<file path="src/rtl/exp_lut_pkg.sv">
// Shared definitions for the exponent LUT loader and its dual-port RAM.
package exp_lut_pkg;
  localparam int EXP_LUT_ADDR_W = 4;
  localparam int EXP_LUT_DATA_W = 20;

  typedef enum logic [1:0] {
    IDLE   = 2'd0,
    LOAD   = 2'd1,
    VERIFY = 2'd2,
    CHECK  = 2'd3
  } lut_state_e;
endpackage

</file>
<file path="src/rtl/exp_lut_loader.sv">
// Streams table entries into the exponent LUT two per cycle, then reads the
// table back through both ports and compares a wrapping checksum.
module exp_lut_loader
  import exp_lut_pkg::*;
#(
  parameter int ADDR_WIDTH = EXP_LUT_ADDR_W,
  parameter int DATA_WIDTH = EXP_LUT_DATA_W
) (
  input  logic                  clk,
  input  logic                  rst_n,
  input  logic                  start,
  input  logic                  in_valid,
  input  logic [DATA_WIDTH-1:0] in_data,
  output logic                  in_ready,
  output logic [ADDR_WIDTH-1:0] ram_addr_a,
  output logic [ADDR_WIDTH-1:0] ram_addr_b,
  output logic [DATA_WIDTH-1:0] ram_data_a,
  output logic [DATA_WIDTH-1:0] ram_data_b,
  output logic                  ram_we_a,
  output logic                  ram_we_b,
  input  logic [DATA_WIDTH-1:0] ram_q_a,
  input  logic [DATA_WIDTH-1:0] ram_q_b,
  output logic                  busy,
  output logic                  done,
  output logic                  error,
  output logic [DATA_WIDTH-1:0] checksum
);
  localparam int PW = ADDR_WIDTH - 1;
  localparam logic [ADDR_WIDTH-1:0] LAST_BEAT = '1;
  localparam logic [ADDR_WIDTH-1:0] RD_END    = {1'b1, {PW{1'b0}}};

  lut_state_e            state_q, state_d;
  logic [ADDR_WIDTH-1:0] wr_ptr_q, wr_ptr_d;
  logic [ADDR_WIDTH-1:0] rd_ptr_q, rd_ptr_d;
  logic [PW-1:0]         pair_q, pair_d;
  logic [DATA_WIDTH-1:0] hold_q, hold_d;
  logic [DATA_WIDTH-1:0] data_a_q, data_a_d;
  logic [DATA_WIDTH-1:0] data_b_q, data_b_d;
  logic [DATA_WIDTH-1:0] csum_q, csum_d;
  logic [DATA_WIDTH-1:0] rdsum_q, rdsum_d;
  logic [DATA_WIDTH-1:0] rd_acc;
  logic                  we_q, we_d;
  logic                  rdy_q, rdy_d;
  logic                  busy_q, busy_d;
  logic                  done_q, done_d;
  logic                  err_q, err_d;
  // [0]: read address on the bus this cycle, [1]: RAM data for it is valid
  logic [1:0]            vld_pipe_q, vld_pipe_d;
  logic                  accept;

  assign accept = in_valid && rdy_q;

  always_comb begin
    state_d    = state_q;
    wr_ptr_d   = wr_ptr_q;
    rd_ptr_d   = rd_ptr_q;
    pair_d     = pair_q;
    hold_d     = hold_q;
    data_a_d   = data_a_q;
    data_b_d   = data_b_q;
    csum_d     = csum_q;
    rdy_d      = rdy_q;
    busy_d     = busy_q;
    err_d      = err_q;
    we_d       = 1'b0;
    done_d     = 1'b0;
    vld_pipe_d = {vld_pipe_q[0], 1'b0};

    rd_acc = rdsum_q;
    if (vld_pipe_q[1]) rd_acc = rdsum_q + ram_q_a + ram_q_b;
    rdsum_d = rd_acc;

    unique case (state_q)
      IDLE: begin
        if (start) begin
          state_d  = LOAD;
          rdy_d    = 1'b1;
          busy_d   = 1'b1;
          wr_ptr_d = '0;
          rd_ptr_d = '0;
          csum_d   = '0;
          rdsum_d  = '0;
          err_d    = 1'b0;
        end
      end
      LOAD: begin
        if (accept) begin
          csum_d   = csum_q + in_data;
          wr_ptr_d = wr_ptr_q + 1'b1;
          if (!wr_ptr_q[0]) begin
            hold_d = in_data;
          end else begin
            // Odd beat completes a pair: both ports written next cycle.
            data_a_d = hold_q;
            data_b_d = in_data;
            pair_d   = wr_ptr_q[ADDR_WIDTH-1:1];
            we_d     = 1'b1;
          end
          if (wr_ptr_q == LAST_BEAT) begin
            state_d = VERIFY;
            rdy_d   = 1'b0;
          end
        end
      end
      VERIFY: begin
        // First VERIFY cycle still carries the final write pulse; reads
        // are issued from the following cycle on.
        if (rd_ptr_q == RD_END) begin
          state_d  = CHECK;
          rd_ptr_d = '0;
          pair_d   = '0;
        end else begin
          pair_d        = rd_ptr_q[PW-1:0];
          rd_ptr_d      = rd_ptr_q + 1'b1;
          vld_pipe_d[0] = 1'b1;
        end
      end
      CHECK: begin
        err_d   = (rd_acc != csum_q);
        done_d  = 1'b1;
        busy_d  = 1'b0;
        state_d = IDLE;
      end
      default: state_d = IDLE;
    endcase
  end

  always_ff @(posedge clk or negedge rst_n) begin
    if (!rst_n) begin
      state_q    <= IDLE;
      wr_ptr_q   <= '0;
      rd_ptr_q   <= '0;
      pair_q     <= '0;
      hold_q     <= '0;
      data_a_q   <= '0;
      data_b_q   <= '0;
      csum_q     <= '0;
      rdsum_q    <= '0;
      we_q       <= 1'b0;
      rdy_q      <= 1'b0;
      busy_q     <= 1'b0;
      done_q     <= 1'b0;
      err_q      <= 1'b0;
      vld_pipe_q <= '0;
    end else begin
      state_q    <= state_d;
      wr_ptr_q   <= wr_ptr_d;
      rd_ptr_q   <= rd_ptr_d;
      pair_q     <= pair_d;
      hold_q     <= hold_d;
      data_a_q   <= data_a_d;
      data_b_q   <= data_b_d;
      csum_q     <= csum_d;
      rdsum_q    <= rdsum_d;
      we_q       <= we_d;
      rdy_q      <= rdy_d;
      busy_q     <= busy_d;
      done_q     <= done_d;
      err_q      <= err_d;
      vld_pipe_q <= vld_pipe_d;
    end
  end

  assign in_ready   = rdy_q;
  assign ram_addr_a = {pair_q, 1'b0};
  assign ram_addr_b = {pair_q, 1'b1};
  assign ram_data_a = data_a_q;
  assign ram_data_b = data_b_q;
  assign ram_we_a   = we_q;
  assign ram_we_b   = we_q;
  assign busy       = busy_q;
  assign done       = done_q;
  assign error      = err_q;
  assign checksum   = csum_q;
endmodule
</file>
<file path="config.mk">
export PLATFORM = sky130hd
export DESIGN_NAME = exp_lut_loader
export DESIGN_NICKNAME = d
export VERILOG_FILES = /design/src/rtl/exp_lut_pkg.sv /design/src/rtl/exp_lut_loader.sv
export SDC_FILE = /design/constraint.sdc
export NUM_CORES = 1
export LEC_CHECK = 0
export BUFFER_PORTS_ARGS = -buffer_cell sky130_fd_sc_hd__buf_2
export CAP_MARGIN = 20
export CORE_UTILIZATION = 60
export DETAILED_ROUTE_END_ITERATION = 10
export PLACE_DENSITY = 0.85
export SYNTH_ARGS = -nofsm -noshare
export SYNTH_HDL_FRONTEND = slang
export SYNTH_SLANG_ARGS = --single-unit
</file>
<file path="constraint.sdc">
create_clock -name clk -period 5.9 [get_ports clk]
set_input_delay 0.885 -clock clk [delete_from_list [all_inputs] [get_ports clk]]
set_output_delay 0.885 -clock clk [all_outputs]
set_load 0.02 [all_outputs]
</file>
Word-level counts from Yosys, hierarchy flattened
Index checks and enable logic that the tools add are counted.

Word-level logic and storage cells: 79. Input port bits: 64. Flip-flop bits (word level): 120. Output and inout port bits: 74.

Equality and inequality tests: 11. Muxes and demuxes: 33. Reduce and logical (&&, ||, !) cells: 14. Add/sub/neg operators: 5. Bitwise operators: 1.

Operator list (number): 2-to-1 mux 20 bit (5); adder 20 bit (3); case mux 20 bit (2 select lines) (1); != test 20 bit (1); case mux 4 bit (2 select lines) (2); 2-to-1 mux 4 bit (3); AND reduction 3 bit (4); 2-to-1 mux 1 bit (10); != test 2 bit, second input constant (5); 2-to-1 mux 3 bit (3); adder 4 x 1 -> 4 bit, second input constant (2); == test 4 bit, second input constant (2); 2-to-1 mux 2 bit (4); case mux 2 bit (4 select lines) (1); AND reduction 4 bit (2); nonzero test 2 bit (4); case mux 1 bit (2 select lines) (3); case mux 3 bit (2 select lines) (1); == test 2 bit, second input constant (2); AND reduction 2 bit (2); == test 2 x 1 -> 1 bit, second input constant (1); zero test 2 bit (1); logical AND 1 bit (1); inverter 1 bit (1).

Depth between registers and ports, before layout
Word-level depth: 5. Depth in mapped cells: 13. Mapped depth without buffers: 13.

Worst setup path after synthesis
OpenSTA, ideal clock, no wires.

Path type: input-to-reg. Start: in ram_q_a[1]. End: reg err_q, in the netlist error. Stages: 13. Setup time: 128 ps. Arrival: 4099 ps. Setup slack: 1673 ps. Cells stage by stage: fa_1 -> ha_1 -> fa_1 -> xnor3_1 -> o211ai_1 -> a311oi_2 -> o211ai_1 -> a2111oi_2 -> o2111ai_1 -> a2111o_1 -> o41ai_2 -> o31a_1 -> o21ai_1.

Longest elaborated chain between the ends: 5.

Ends and longest elaborated chain: start, declared (RTL line exp_lut_loader.sv:21) `input logic [DATA_WIDTH-1:0] ram_q_a,`; adder 20 bit (2 in a row) (RTL line exp_lut_loader.sv:70) `if (vld_pipe_q[1]) rd_acc = rdsum_q + ram_q_a + ram_q_b;`; 2-to-1 mux 20 bit (RTL line exp_lut_loader.sv:70); != test 20 bit (RTL line exp_lut_loader.sv:119) `err_d = (rd_acc != csum_q);`; case mux 1 bit (2 select lines) (RTL line exp_lut_loader.sv:73) `unique case (state_q)`; end signal, assigned (RTL line exp_lut_loader.sv:159) `err_q <= err_d;`; end, declared (RTL line exp_lut_loader.sv:46) `logic err_q, err_d;`.

No other way between the ends. A chain may end at the register's enable or synchronous reset.

Worst setup path in the final report
Ends and elaborated chain as after synthesis.

==> summary.txt <==
Outcome
  • Status: finished clean

CTS
  • Cts-stage hold buffer count: 0
  • TritonCTS clock tree: yes
  • # Post-CTS Setup Buffers: 0
  • Clk sinks: 120
  • CTS Buf Count: 17
  • Maximum clock insertion buffer count: 2
  • Post-CTS resize count: 0
  • Root buffer cell: clkbuf_16
  • CTS H-tree depth: 4
  • Clock slew at reported path FFs: 60 ps
  • Clk_lat worst skew: 430 ps

Drt
  • Post-Route WL: 20300 um
  • Vias post-DR: 6260
  • Vias per cell: 6.11
  • Drt first pass iters: 4
  • Wirelength per Cell: 19.8 um
  • Initial DRC count: 412
  • Remaining DRCs: 0
  • ANT nets after route: 0

Setup path
  • Slowest-stage cell, CP: fa_1
  • Worst Path Arrival: 4670 ps
  • CP Capture Type: flip-flop
  • Worst Path Required: 6190 ps
  • Critical path class: in2reg
  • Setup crit start kind: primary input
  • Peak fanout along the critical path: 4
  • Critical-path cell list: buf_2 > fa_1 > ha_1 > fa_1 > a211oi_2 > o211ai_1 > a21oi_1 > nor3_1 > o2111a_1 > a211oi_1 > xnor3_1 > o41ai_2 > o31a_1 > o21ai_1
  • CP max stage delay: 500 ps
  • Crit-path most repeated cell: fa_1

Placement
  • Placed cells: 993
  • IO buf count: 135
  • Final GP Congestion: 0.919
  • DP HPWL: 14600 um

Die
  • Std-Cell Rows: 40
  • Top Ports: 138
  • Initial Util: 62.6%
  • Die width: 115 um
  • Core ar.: 12200 um^2
  • Die height: 115 um
  • Die area: 13200 um^2

STA
  • Final Max Tran Viols: 0
  • RSZ-0062 raised after global routing: false
  • Setup TNS: 0 ps
  • Fin. Hold Viols: 0
  • Slew HR: 29.3%
  • Tightest Pin Transition: 1060 ps
  • Setup-failing EPs final: 0
  • Hold slack: 352 ps
  • Period minus WS final: 4370 ps
  • Setup Skew: 8.88 ps
  • Final clock period utilization by the worst path: 74.1%
  • Maximum clock rate: 229 MHz

Synth
  • Synth Register Bits: 120
  • Post-synth top area share: 39.3%
  • Async SR Flop Fraction: 100%
  • Area contributors post-synth: dfrtp_1 (39%), mux2_2 (9.0%), ha_1 (7.2%)
  • Post-Syn Area: 7650 um^2
  • Post-synth EDFFs: 0
  • Yosys top cell by area: dfrtp_1
  • Syn_nets: 849
  • Post-synth cell types: 74
  • Mean Syn Cell Area: 10.6 um^2
  • Most used DFF post-synth: dfrtp_1
  • Gate Count Post-Synth: 720
  • Seq/Total Area, Yosys: 39.3%
  • Ys Warns: 0

Finish
  • Nets: 973
  • Area Growth Syn to Fin: 18.2%
  • Most frequent cells in the layout: buf_2 (134), dfrtp_1 (120), mux2_2 (61), nand2_1 (53), nor2_1 (46)
  • Finished Layout Cells: 1025
  • Fillers: 883
  • Most common cell after layout, fill and taps aside: buf_2
  • Layout cells sized above 1: 28.1%
  • Antenna diodes: 0
  • Multi-input gate area: 4410 um^2
  • FF/Latch Area: 3000 um^2

GRT
  • GRT Total Usage: 32.6%
  • Total grt overflow: 0
  • Largest net degree at the start of global routing: 73
  • Initial antenna violation count: 0
  • First-pass GRT wire length: 32800 um
  • Vias in the first global route: 6486

Worst hold path
  • HP Class: reg2reg

Power
  • Total power: 5950 uW
  • Maximum VDD drop: 0.473 mV
  • P per Cell Area: 659 nW/um^2
  • Pleak: 0.00446 uW

Flow run
  • Max-cap violations: 0
critical path: cells and delay by family:
family	cells	cell delay, ps
xor+xnor	1	300
simple gates	1	120
buf+inv	1	110
compound gates	8	2000
fa+ha+maj	3	1230
Yosys cell counts (4+ instances only):
library cell,instances
a21oi_1,41
a2111oi_0,4
nor4_1,4
buf_1,7
fa_1,21
mux2i_1,15
nor3_1,13
o211ai_1,8
buf_4,6
mux2_2,61
o21a_1,6
nand4_1,4
a21o_1,7
nor2_1,46
nand2_1,53
nand2b_1,5
ha_1,44
clkbuf_1,19
o21bai_1,7
a22o_1,8
o21ai_1,6
o21ai_0,29
a211oi_1,8
a31oi_1,4
xor2_1,23
o31ai_1,4
nand3_1,14
dfrtp_1,120
xnor2_1,35
and2_1,8
inv_1,20
kinds of logic after synthesis:
logic type / Yosys count / synth area share (%)
compound gates: 172 / 15.7
xor+xnor: 62 / 7.84
fa+ha+maj: 65 / 12.7
buf+inv: 56 / 3.09
flops: 120 / 39.3
mux: 76 / 10.9
other cells: 2 / 0.0982
simple gates: 167 / 10.4
routing by layer:
| metal | track usage, % | wire, um | vias to the layer above |
|---|---|---|---|
| met2 | 55.9 | 10100 | 274 |
| li1 | - | - | 2860 |
| met3 | 6.64 | 1200 | 53 |
| met1 | 40.6 | 8380 | 3073 |
| met5 | 0 | 0 | - |
| met4 | 12.7 | 544 | 0 |
through the flow:
| stage | area (um^2) | worst slack (ps) | util [%] |
|---|---|---|---|
| 3_5_place_dp | 8410 | 1130 | 68.9 |
| 6_report | 9040 | 1530 | 74.0 |
| 3_3_place_gp | 8410 | 1280 | 68.9 |
| 2_1_floorplan | 7650 | 1670 | - |
| 5_1_grt | 9040 | 1220 | 74.0 |
| 4_1_cts | 9040 | 1560 | 74.0 |
worst paths after layout:
path	cells past startpoint	startpoint	end	slack, ps
setup / recovery	14	ram_q_a[1]	error	1530
hold / removal	0	vld_pipe_q[0]	vld_pipe_q[1]	350
setup reg to reg	13	rdsum_q[1]	error	1690
hold reg to reg	0	vld_pipe_q[0]	vld_pipe_q[1]	350
max in group asynchronous	2	rst_n	rdsum_q[7]	4060
min in group asynchronous	1	rst_n	ram_data_a[18]	480
layout make-up:
type	instances	share of cell area, %
Clock buffer	22	5.36
Inverter	21	0.872
Timing Repair Buffer	140	7.92
Multi-Input combinational cell	544	48.8
Clock inverter	10	1.55
Tap cell	168	2.33
Sequential cell	120	33.2
registers in the layout (all words and copies together) (netlist names), 2 cells and up:
register    flops
state_q         2
vld_pipe_q      2
pair_q          3
wr_ptr_q        4
ram_data_a     20
hold_q         20
rdsum_q        20
rd_ptr_q        4
ram_data_b     20
checksum       20
power breakdown:
| part | total [uW] | internal (uW) | switching, uW |
|---|---|---|---|
| logic | 3320 | 1370 | 1950 |
| registers | 1530 | 1180 | 348 |
| clock network | 1100 | 711 | 392 |
| total | 5950 | 3260 | 2690 |
(Power assumes the default switching activity.)
